--- src/rtl/uart_tx_frame.sv ---
// Parametrised UART transmitter with a valid/ready input handshake.
// Frame: start, DATA_BITS LSB-first, optional parity, STOP_BITS stop bits; led toggles per frame.
module uart_tx_frame #(
  parameter int unsigned CLK_FREQ  = 50_000_000,
  parameter int unsigned BAUD      = 115200,
  parameter int unsigned DATA_BITS = 8,
  parameter int unsigned PARITY    = 0,
  parameter int unsigned STOP_BITS = 1
) (
  input  logic                 clk,
  input  logic                 rst,
  input  logic [DATA_BITS-1:0] data,
  input  logic                 tx_valid,
  output logic                 tx_ready,
  output logic                 uart_tx,
  output logic                 busy,
  output logic                 led
);

  localparam int unsigned CLKS_PER_BIT = CLK_FREQ / BAUD;
  localparam int unsigned CNT_W        = $clog2(CLKS_PER_BIT);
  localparam logic [CNT_W-1:0] CNT_MAX = CNT_W'(CLKS_PER_BIT - 1);

  typedef enum logic [2:0] {
    S_IDLE,
    S_START,
    S_DATA,
    S_PAR,
    S_STOP
  } state_t;

  state_t               state_q, state_d;
  logic [CNT_W-1:0]     cnt_q, cnt_d;
  logic [3:0]           bit_q, bit_d;
  logic [DATA_BITS-1:0] shift_q, shift_d;
  logic                 par_q, par_d;
  logic                 tx_q, tx_d;
  logic                 led_q, led_d;
  logic                 tc;

  always_ff @(posedge clk or posedge rst) begin
    if (rst) begin
      state_q <= S_IDLE;
      cnt_q   <= '0;
      bit_q   <= '0;
      shift_q <= '0;
      par_q   <= 1'b0;
      tx_q    <= 1'b1;
      led_q   <= 1'b0;
    end else begin
      state_q <= state_d;
      cnt_q   <= cnt_d;
      bit_q   <= bit_d;
      shift_q <= shift_d;
      par_q   <= par_d;
      tx_q    <= tx_d;
      led_q   <= led_d;
    end
  end

  assign tc = (cnt_q == CNT_MAX);

  always_comb begin
    state_d = state_q;
    cnt_d   = cnt_q;
    bit_d   = bit_q;
    shift_d = shift_q;
    par_d   = par_q;
    led_d   = led_q;
    tx_d    = 1'b1;

    if (state_q != S_IDLE) begin
      cnt_d = tc ? '0 : cnt_q + CNT_W'(1);
    end

    case (state_q)
      S_IDLE: begin
        cnt_d = '0;
        bit_d = '0;
        if (tx_valid) begin
          shift_d = data;
          par_d   = (PARITY == 1) ? ~(^data) : (^data);
          state_d = S_START;
        end
      end
      S_START: begin
        if (tc) begin
          state_d = S_DATA;
          bit_d   = '0;
        end
      end
      S_DATA: begin
        if (tc) begin
          shift_d = shift_q >> 1;
          if (bit_q == 4'(DATA_BITS - 1)) begin
            bit_d   = '0;
            state_d = (PARITY != 0) ? S_PAR : S_STOP;
          end else begin
            bit_d = bit_q + 4'd1;
          end
        end
      end
      S_PAR: begin
        if (tc) begin
          state_d = S_STOP;
          bit_d   = '0;
        end
      end
      S_STOP: begin
        // bit_q counts stop bits here; the last terminal count closes the frame
        if (tc) begin
          if (bit_q == 4'(STOP_BITS - 1)) begin
            state_d = S_IDLE;
            bit_d   = '0;
            led_d   = ~led_q;
          end else begin
            bit_d = bit_q + 4'd1;
          end
        end
      end
      default: state_d = S_IDLE;
    endcase

    // Line level is registered from the next state so uart_tx is glitch-free
    case (state_d)
      S_START: tx_d = 1'b0;
      S_DATA:  tx_d = shift_d[0];
      S_PAR:   tx_d = par_d;
      default: tx_d = 1'b1;
    endcase
  end

  assign tx_ready = (state_q == S_IDLE);
  assign busy     = (state_q != S_IDLE);
  assign uart_tx  = tx_q;
  assign led      = led_q;

endmodule
--- config.mk ---
export PLATFORM = sky130hd
export DESIGN_NAME = uart_tx_frame
export DESIGN_NICKNAME = d
export VERILOG_FILES = /design/src/rtl/uart_tx_frame.sv
export SDC_FILE = /design/constraint.sdc
export NUM_CORES = 1
export LEC_CHECK = 0
export ABC_AREA = 0
export BUFFER_PORTS_ARGS = -buffer_cell sky130_fd_sc_hd__buf_4
export CAP_MARGIN = 20
export CORE_MARGIN = 2
export CORE_UTILIZATION = 60
export CTS_BUF_LIST = sky130_fd_sc_hd__clkbuf_8
export CTS_CLUSTER_SIZE = 24
export DETAILED_ROUTE_END_ITERATION = 8
export MAX_ROUTING_LAYER = met4
export PLACE_DENSITY = 0.81
export SYNTH_ARGS = -nofsm -noshare
export SYNTH_HDL_FRONTEND = slang
export SYNTH_SLANG_ARGS = --single-unit
--- constraint.sdc ---
create_clock -name clk -period 2.7 [get_ports clk]
set_input_delay 0.135 -clock clk [delete_from_list [all_inputs] [get_ports clk]]
set_output_delay 0.135 -clock clk [all_outputs]
set_load 0.005 [all_outputs]
==> impl_metrics.json <==
{
  "yosys_warnings": 0,
  "worstSetupPathType": "reg -> reg",
  "clkLatencyLatePin_ns": 0.27,
  "hold_violations": 0,
  "drt-initial-drc-count": 20,
  "drv_slew": 0,
  "setup_tns_ns": 0,
  "die_h_um": 52.4,
  "synth_area_leaders": "dfrtp_1 (46%), xnor2_1 (7.5%), nand2_1 (5.9%)",
  "synth_area_per_cell_sq_um": 9.63,
  "first_pass_iters": 4,
  "report.power.total_mw": 0.697,
  "drc": 0,
  "numCtsBuffers": 3,
  "htree_levels": 1,
  "portBuffers": 14,
  "synth_cells": 146,
  "slew_headroom_pct": 59.0,
  "vdd_ir_drop_max_mv": 0.345,
  "synth_cell_types": 34,
  "dieArea_sq_um": 2750,
  "vias": 1049,
  "maxCapViolations": 0,
  "wl_per_cell_um": 13.9,
  "synthTopCellsByCount": "dfrtp_1 (26), nand2_1 (22), nor2_1 (19), xnor2_1 (12), inv_1 (8)",
  "required_ns": 2.90,
  "synth_top_area_share_pct": 46.3,
  "hold_start": "data[7]",
  "r2r_start": "cnt_q[1]",
  "async_flop_share_pct": 100,
  "die_w_um": 52.4,
  "worst_ep_arrival_time_ns": 2.44,
  "synth_area_sq_um": 1410,
  "core_area_sq_um": 2210,
  "min_path_type": "in -> reg",
  "cts_root_buf": "clkbuf_8",
  "via_per_inst": 5.46,
  "cp_max_fo": 8,
  "overflow": 0,
  "timing.final.crit_share_pct": 83.3,
  "end_kind": "register",
  "cts.path.max_buffers": 2,
  "antenna_found_initial": 0,
  "diodes": 0,
  "rr_worst_depth": 7,
  "seq_area_sq_um": 677,
  "nFillCells": 168,
  "synth-seq-cells": 27,
  "grt_pass1_vias": 1005,
  "synth_edf_count": 0,
  "power_density_nw_per_um2": 428,
  "startpoint_type": "register",
  "ioPinCount": 15,
  "path_clk_slew_ns": 0.09,
  "finClkSkew_ns": 0.00166,
  "start_util_pct": 63.6,
  "hpwl_um": 1970,
  "r2r_slack_ns": 0.45,
  "fin_crit_ns": 2.25,
  "grt_max_degree": 28,
  "cts.sinks": 27,
  "syn_to_final_growth_pct": 15.7,
  "synth_area_leader_cell": "dfrtp_1",
  "setup_viol": 0,
  "status": "completed",
  "fmax_mhz": 445,
  "ys_seq_area_share_pct": 48.1,
  "p_leak_nw": 0.762,
  "drt-total-wl_um": 2670,
  "grt_pass1_wl_um": 4460,
  "yosysMostFrequentCell": "dfrtp_1",
  "cts_tree": "yes",
  "fp-row-count": 17,
  "tightest_slew_ns": 0.610,
  "ant_nets": 0,
  "grt_usage_pct": 23.1,
  "layout-drive-gt1-share_pct": 16.5,
  "rsz0062_at_grt": "false",
  "synth_nets": 161,
  "multiInputGateArea_sq_um": 683,
  "hold_end": "shift_q[7]",
  "final_net_count": 180,
  "place.gp.congestion": 0.836,
  "reg2reg_to": "uart_tx",
  "hold_depth": 3,
  "synthFlopType": "dfrtp_1"
}
[routing by layer]
metal | wire, um | up-vias | track usage [%] | share of wire, %
met5 | 0 | - | - | 0
met4 | 48 | 0 | 12.8 | 1.8
met3 | 54 | 4 | 2.57 | 2.0
met2 | 1330 | 11 | 35.8 | 50
met1 | 1240 | 507 | 29.4 | 46
li1 | - | 527 | - | -
[power breakdown]
| group | internal, mW | leakage [nW] | total (mW) | switching (mW) |
|---|---|---|---|---|
| clock | 0.102 | 0.0269 | 0.222 | 0.120 |
| combinational | 0.0300 | 0.392 | 0.0589 | 0.0290 |
| sequential | 0.412 | 0.344 | 0.416 | 0.00387 |
[sequential cells by signal, summed over array words and instances (netlist names)]
name,flops
uart_tx,1
cnt_q,9
state_q,3
shift_q,8
par_q,1
bit_q,4
led,1
[cell type report]
class	instances	share of cell area (%)
well taps	28	2.15
clock buffers	3	2.54
inverters	8	1.84
repair buffers	18	9.68
clock inverters	1	0.231
flip-flops and latches	27	41.6
multi-input cells	107	42.0
[cells by family after synthesis]
kind of cell    Yosys count  synth area share (%)
fa+ha+maj                 5                  4.36
compound gates           22                  10.1
flops                    27                  48.1
xor+xnor                 15                  9.34
simple gates             63                  23.0
buf+inv                  12                  3.74
mux                       2                  1.42
[worst max path at each step]
stage | startpoint | to | slack, ns | cells after the start
final | cnt_q[1] | uart_tx | 0.45 | 7
after floorplan | cnt_q[1] | uart_tx | 0.53 | 8
after global placement | cnt_q[1] | uart_tx | 0.52 | 7
after CTS | cnt_q[1] | uart_tx | 0.45 | 7
after detailed placement | cnt_q[1] | uart_tx | 0.47 | 7
after global routing | cnt_q[1] | bit_q[2] | 0.32 | 7
[critical path, stage by stage, from the launching register on]
cell and delay (ns):
dfrtp_1 0.42, inv_1 0.07, ha_1 0.13, or4b_4 0.47, or2_1 0.34, or3b_1 0.39, a211oi_1 0.23, o32ai_1 0.11
[repair_timing]
item | 4_1_cts | 5_1_grt
resized for setup | 0 | 0
buffers inserted | 0 | 0
endpoints found under the hold margin | 0 | 5
hold buffers | 0 | 1
[layout by cell type, fill, tap and decap left out]
cell type / count
nand2_1: 22
o32ai_1: 2
nor4b_2: 1
ha_1: 4
buf_4: 16
or3b_1: 1
o21bai_1: 1
or3_1: 1
dfstp_2: 1
nand4_1: 2
nor2_1: 19
maj3_2: 1
xnor2_1: 12
a211oi_1: 1
clkbuf_8: 3
nand2b_1: 3
dlygate4sd3_1: 1
o21ai_0: 5
or3b_2: 1
nor3_1: 2
o22ai_1: 1
nor2b_1: 1
xor2_1: 3
or2_1: 1
a22oi_1: 6
nand3_1: 5
nand2b_4: 1
inv_1: 9
mux2i_1: 2
dfrtp_1: 26
o31ai_1: 1
and3b_1: 1
nor4_4: 1
or4b_4: 1
buf_16: 1
a21oi_1: 5
[metrics by stage]
stage               hold WS [ns]  cells  setup WS, ns  instance area (sq um)  utilization [%]
global route               0.103    192         0.324                   1630             73.6
CTS                       0.0961    190         0.448                   1590             71.9
finish                    0.0961    192         0.451                   1630             73.6
floorplan                  0.187    146         0.528                   1410                -
global placement           0.355    186         0.522                   1550             69.9
detailed placement         0.380    186         0.467                   1550             69.9
(Power assumes the default switching activity.)
